## config.mk

```make
export PLATFORM = sky130hd
export DESIGN_NAME = ucode_sequencer
export DESIGN_NICKNAME = d
export VERILOG_FILES = /design/src/rtl/ucode_sequencer.sv
export SDC_FILE = /design/constraint.sdc
export NUM_CORES = 1
export LEC_CHECK = 0
export ABC_AREA = 0
export CORE_ASPECT_RATIO = 1.5
export CORE_MARGIN = 3
export CORE_UTILIZATION = 35
export CTS_CLUSTER_DIAMETER = 40
export DETAILED_ROUTE_END_ITERATION = 6
export PLACE_DENSITY = 0.54
export SLEW_MARGIN = 20
export SYNTH_ARGS = -nofsm -noshare
export SYNTH_HDL_FRONTEND = slang
export SYNTH_SLANG_ARGS = --single-unit
```

## constraint.sdc

```tcl
create_clock -name clk -period 3.6 [get_ports clk]
set_input_delay 0.9 -clock clk [delete_from_list [all_inputs] [get_ports clk]]
set_output_delay 0.9 -clock clk [all_outputs]
set_load 0.01 [all_outputs]
```

## src/rtl/ucode_sequencer.sv

```systemverilog
// Writable-control-store sequencer driving the ALU/compare control word; one instruction per cycle,
// first word one cycle after start. No backpressure: flags are sampled in the issuing cycle.
module ucode_sequencer #(
    parameter int ADDR_W = 4,
    parameter int CW     = 16,
    parameter int LOOP_W = 4
) (
    input  logic                    clk,
    input  logic                    rst,
    input  logic                    start,
    input  logic                    abort,
    input  logic [LOOP_W-1:0]       loop_init,
    input  logic                    mayor,
    input  logic                    bandera,
    input  logic                    wr_en,
    input  logic [ADDR_W-1:0]       wr_addr,
    input  logic [CW+ADDR_W+2:0]    wr_data,
    output logic [CW-1:0]           o_signal,
    output logic                    busy,
    output logic                    done,
    output logic [ADDR_W-1:0]       pc_out,
    output logic                    wr_err
);

    localparam int DEPTH = 1 << ADDR_W;
    localparam int EW    = CW + ADDR_W + 3;

    localparam logic [2:0] OP_HALT = 3'b000;
    localparam logic [2:0] OP_JMP  = 3'b010;
    localparam logic [2:0] OP_BRM  = 3'b011;
    localparam logic [2:0] OP_BRNM = 3'b100;
    localparam logic [2:0] OP_BRB  = 3'b101;
    localparam logic [2:0] OP_DJNZ = 3'b110;

    typedef enum logic [1:0] {
        S_IDLE = 2'd0,
        S_RUN  = 2'd1,
        S_DONE = 2'd2
    } state_t;

    state_t              state;
    logic [ADDR_W-1:0]   pc;
    logic [LOOP_W-1:0]   cnt;
    logic [EW-1:0]       store [DEPTH];

    logic [EW-1:0]       instr;
    logic [2:0]          op;
    logic [ADDR_W-1:0]   target;
    logic [CW-1:0]       ctrl;
    logic [ADDR_W-1:0]   pc_inc;
    logic [ADDR_W-1:0]   nxt_pc;
    logic [LOOP_W-1:0]   nxt_cnt;
    logic                halt;

    assign instr  = store[pc];
    assign ctrl   = instr[CW-1:0];
    assign target = instr[CW+ADDR_W-1:CW];
    assign op     = instr[EW-1:CW+ADDR_W];
    assign pc_inc = pc + ADDR_W'(1);

    // Next-instruction decision; the reserved opcode falls through as SEQ.
    always_comb begin
        nxt_pc  = pc_inc;
        nxt_cnt = cnt;
        halt    = 1'b0;
        case (op)
            OP_HALT: begin
                nxt_pc = pc;
                halt   = 1'b1;
            end
            OP_JMP:  nxt_pc = target;
            OP_BRM:  if (mayor)   nxt_pc = target;
            OP_BRNM: if (!mayor)  nxt_pc = target;
            OP_BRB:  if (bandera) nxt_pc = target;
            OP_DJNZ: begin
                if (cnt != '0) begin
                    nxt_cnt = cnt - LOOP_W'(1);
                    nxt_pc  = target;
                end
            end
            default: ;
        endcase
    end

    always_ff @(posedge clk or negedge rst) begin
        if (!rst) begin
            state  <= S_IDLE;
            pc     <= '0;
            cnt    <= '0;
            wr_err <= 1'b0;
            for (int i = 0; i < DEPTH; i++) store[i] <= '0;
        end else begin
            if (wr_en) begin
                if (state == S_IDLE) store[wr_addr] <= wr_data;
                else                 wr_err         <= 1'b1;
            end
            case (state)
                S_IDLE: begin
                    if (start) begin
                        state <= S_RUN;
                        pc    <= '0;
                        cnt   <= loop_init;
                    end
                end
                S_RUN: begin
                    // abort wins over every opcode, HALT included, and freezes pc/cnt
                    if (abort) begin
                        state <= S_IDLE;
                    end else begin
                        pc  <= nxt_pc;
                        cnt <= nxt_cnt;
                        if (halt) state <= S_DONE;
                    end
                end
                S_DONE:  state <= S_IDLE;
                default: state <= S_IDLE;
            endcase
        end
    end

    assign busy     = (state == S_RUN);
    assign done     = (state == S_DONE);
    assign o_signal = busy ? ctrl : '0;
    assign pc_out   = pc;

endmodule

```

==> reports/results.ini <==
[cells_and_area]
synthToLayoutAreaGrowth_pct = 20.4
n_antenna_cell = 0
final_common_cell = dfrtp_1
final_cell_mix = 376 x dfrtp_1, 369 x mux2_2, 93 x mux4_2
finalInstanceArea_um2 = 21300
nets = 1283
layout-drive-gt1-share_pct = 52.4

[floorplanning]
start_util_pct = 35.6
die_w_um = 190
ioPinCount = 61
placementRows = 100
die_area_um2 = 53400
design.core.area_um2 = 49800
die_h_um = 281

[setup_path]
worstSetupEndpointType = output port
cpPeakStageDelay_ps = 510
crit_family = multiplexers
ff2ff_path_depth = 11
path_cells = buf_12 -> buf_8 -> buf_16 -> mux4_2 -> mux4_2 -> and2_4 -> buf_6
critPathBufInv = 4
worst-path-max-fanout = 7
r2r_slack_ps = 150
startpoint = pc_out[0]
cp.required_ps = 2700
cp.arrival_ps = 2690
r2r-end = pc_out[0]
start_kind = flop
crit_top_cell = mux4_2
cp_slowest_cell = mux4_2
crit_end = o_signal[13]
worstReg2RegStart = pc_out[0]
crit_cells = 7
worstSetupPathType = reg -> out

[synthesis]
ys_seq_area_share_pct = 53.6
synth.top_cell.area_share_pct = 53.6
syn-cell-area_um2 = 17700
syn-num-nets = 1197
synth.ff_latch_count = 379
synth_adder_area_share_pct = 0.141
synth_cell_type_count = 68
ys_warn_count = 0
netlist_instances = 1157
synthFlopType = dfrtp_1
synth_top_family_by_area = multiplexers
muxShareOfSynthArea_pct = 37.1
synth.top_cells.by_area = dfrtp_1 54%, mux2_2 23%, mux4_2 12%
synth-edff-count = 0
yosysTopAreaCell = dfrtp_1
synth_compound_area_share_pct = 3.71
synthSimpleGateAreaFrac_pct = 2.94
synth_xor_area_share_pct = 0.0495
synth_area_per_cell_um2 = 15.3
async_flop_share_pct = 100

[sta]
skew_ps = 13.0
maxSlewViolCount = 0
fmax_mhz = 279
finalWorstSetupSlack_ps = 11.0
rsz0062_at_grt = yes
timing.final.crit_period_ps = 3590
post-route-period-util_pct = 99.7
holdWs_ps = 346
worst_slew_pin_slew_ps = 665
setup_viol = 0
finalHoldViolCount = 0
fin_setup_tns_ps = 0
slew_headroom_pct = 55.7

[placement]
hpwl_um = 27400
preCtsSetupSlack_ps = 119
place_congestion = 0.867
postPlaceCellArea_um2 = 19400
io_buffers = 60

[clocking]
clock-root-buffer = clkbuf_16
insertion_delay_ps = 550
cts_tree = yes
htree_levels = 2
cts_buffer_depth = 3
cts_buffers = 44
clkTransAtPathRegs_ps = 60
cts_num_sinks = 379

[drt]
drtAntennaViolNets = 0
drt-pass1-iter-count = 4
route.detailed.drc = 0
finalWirelength_um = 46700
dr.first_iter.drc_count = 510
vias = 10300
wl_per_cell_um = 24.1
via_per_inst = 5.34

[grt]
use_met1_pct = 22.6
grt_pass1_wl_um = 72600
grt_max_degree = 80
grtUsageMet2_pct = 32.2
busiest_layer = met2
antenna_found_initial = 0
globalRouteTotalUtil_pct = 17.9
use_met3_pct = 2.13
overflow = 0
grt_pass1_vias = 11400

[power_and_ir_drop]
power_switching_uw = 5440
pwr-share-comb_pct = 35.5
power_density_nw_per_um2 = 850
vdd_drop_max_mv = 0.363
power_frac_clock_pct = 24.4
leakage_uw = 0.00909
p_int_uw = 12700
p_seq_share_pct = 40.2
swShare_pct = 30.0

[hold_path]
hold_class = in -> async

[run_status]
status = finished, final reports clean

[run]
maxCapViolations = 0

cell families (layout without fill, tap and decap cells):
| kind of cell | count (synthesis) | in the layout |
|---|---|---|
| adders and majority gates | 2 | 2 |
| muxes | 493 | 493 |
| AOI/OAI and AO/OA | 86 | 86 |
| DFF | 379 | 379 |
| buffers and inverters | 98 | 216 |
| xor gates and xnor gates | 1 | 1 |
| and+or+nand+nor | 98 | 98 |
sequential cells by signal, summed over array words and instances (netlist names):
register  flops
wr_err        1
state         2
pc_out        4
cnt           4
store       368
metrics by stage:
step | std cells | util [%] | total power [uW]
after global routing | 1938 | 42.8 | 19200
after detailed placement | 1840 | 39.1 | 13400
after global placement | 1840 | 39.1 | 13200
after CTS | 1938 | 42.7 | 18300
after floorplan | 1157 | - | 11500
final | 1938 | 42.8 | 18100
metal layers:
| layer | wire length [um] | vias to the layer above |
|---|---|---|
| met3 | 1380 | 85 |
| met5 | 0 | - |
| met1 | 19500 | 5556 |
| met2 | 24500 | 185 |
| li1 | - | 4520 |
| met4 | 1410 | 0 |
power groups by stage:
| stage | Sequential, uW | Combinational [uW] | Clock, uW |
|---|---|---|---|
| final | 7280 | 6430 | 4420 |
| after global routing | 7520 | 6960 | 4720 |
| after CTS | 7280 | 6430 | 4560 |
| after detailed placement | 7380 | 5990 | 0 |
| after global placement | 7330 | 5870 | 0 |
| after floorplan | 6920 | 4600 | 0 |
cells in the mapped netlist, types with 5 or more instances:
master,instances
dfrtp_1,379
mux2_2,369
mux4_2,93
clkbuf_1,57
mux2i_1,31
nand2_1,25
and2_1,19
buf_1,14
nor2_1,14
a21oi_1,12
o21ai_0,10
o221ai_1,10
buf_2,9
nand2b_1,9
inv_1,8
nor3_1,6
nand3_1,5
nor2b_1,5
how the worst min path moves through the flow:
stage	slack (ps)	endpoint	cells after the start
after floorplan	470	store[115]	1
after detailed placement	460	wr_err	1
after global routing	400	store[359]	1
after CTS	370	store[336]	1
final	350	store[336]	1
after global placement	450	wr_err	1
layout make-up:
class,instances,area (um2)
clock inverters,17,194
repair buffers,130,1630
well taps,663,830
inverters,8,30.0
flip-flops and latches,379,9490
clock buffers,61,1240
multi-input cells,680,7900
fillers,4595,28500
what timing repair did:
action	in CTS	in global routing
gates resized for setup	99	15
setup endpoints to repair	16	16
hold buffers	0	0
setup buffers	14	0
pin swaps	2	1
gates cloned	8	0
No activity file was read; power rests on OpenSTA's default activity.
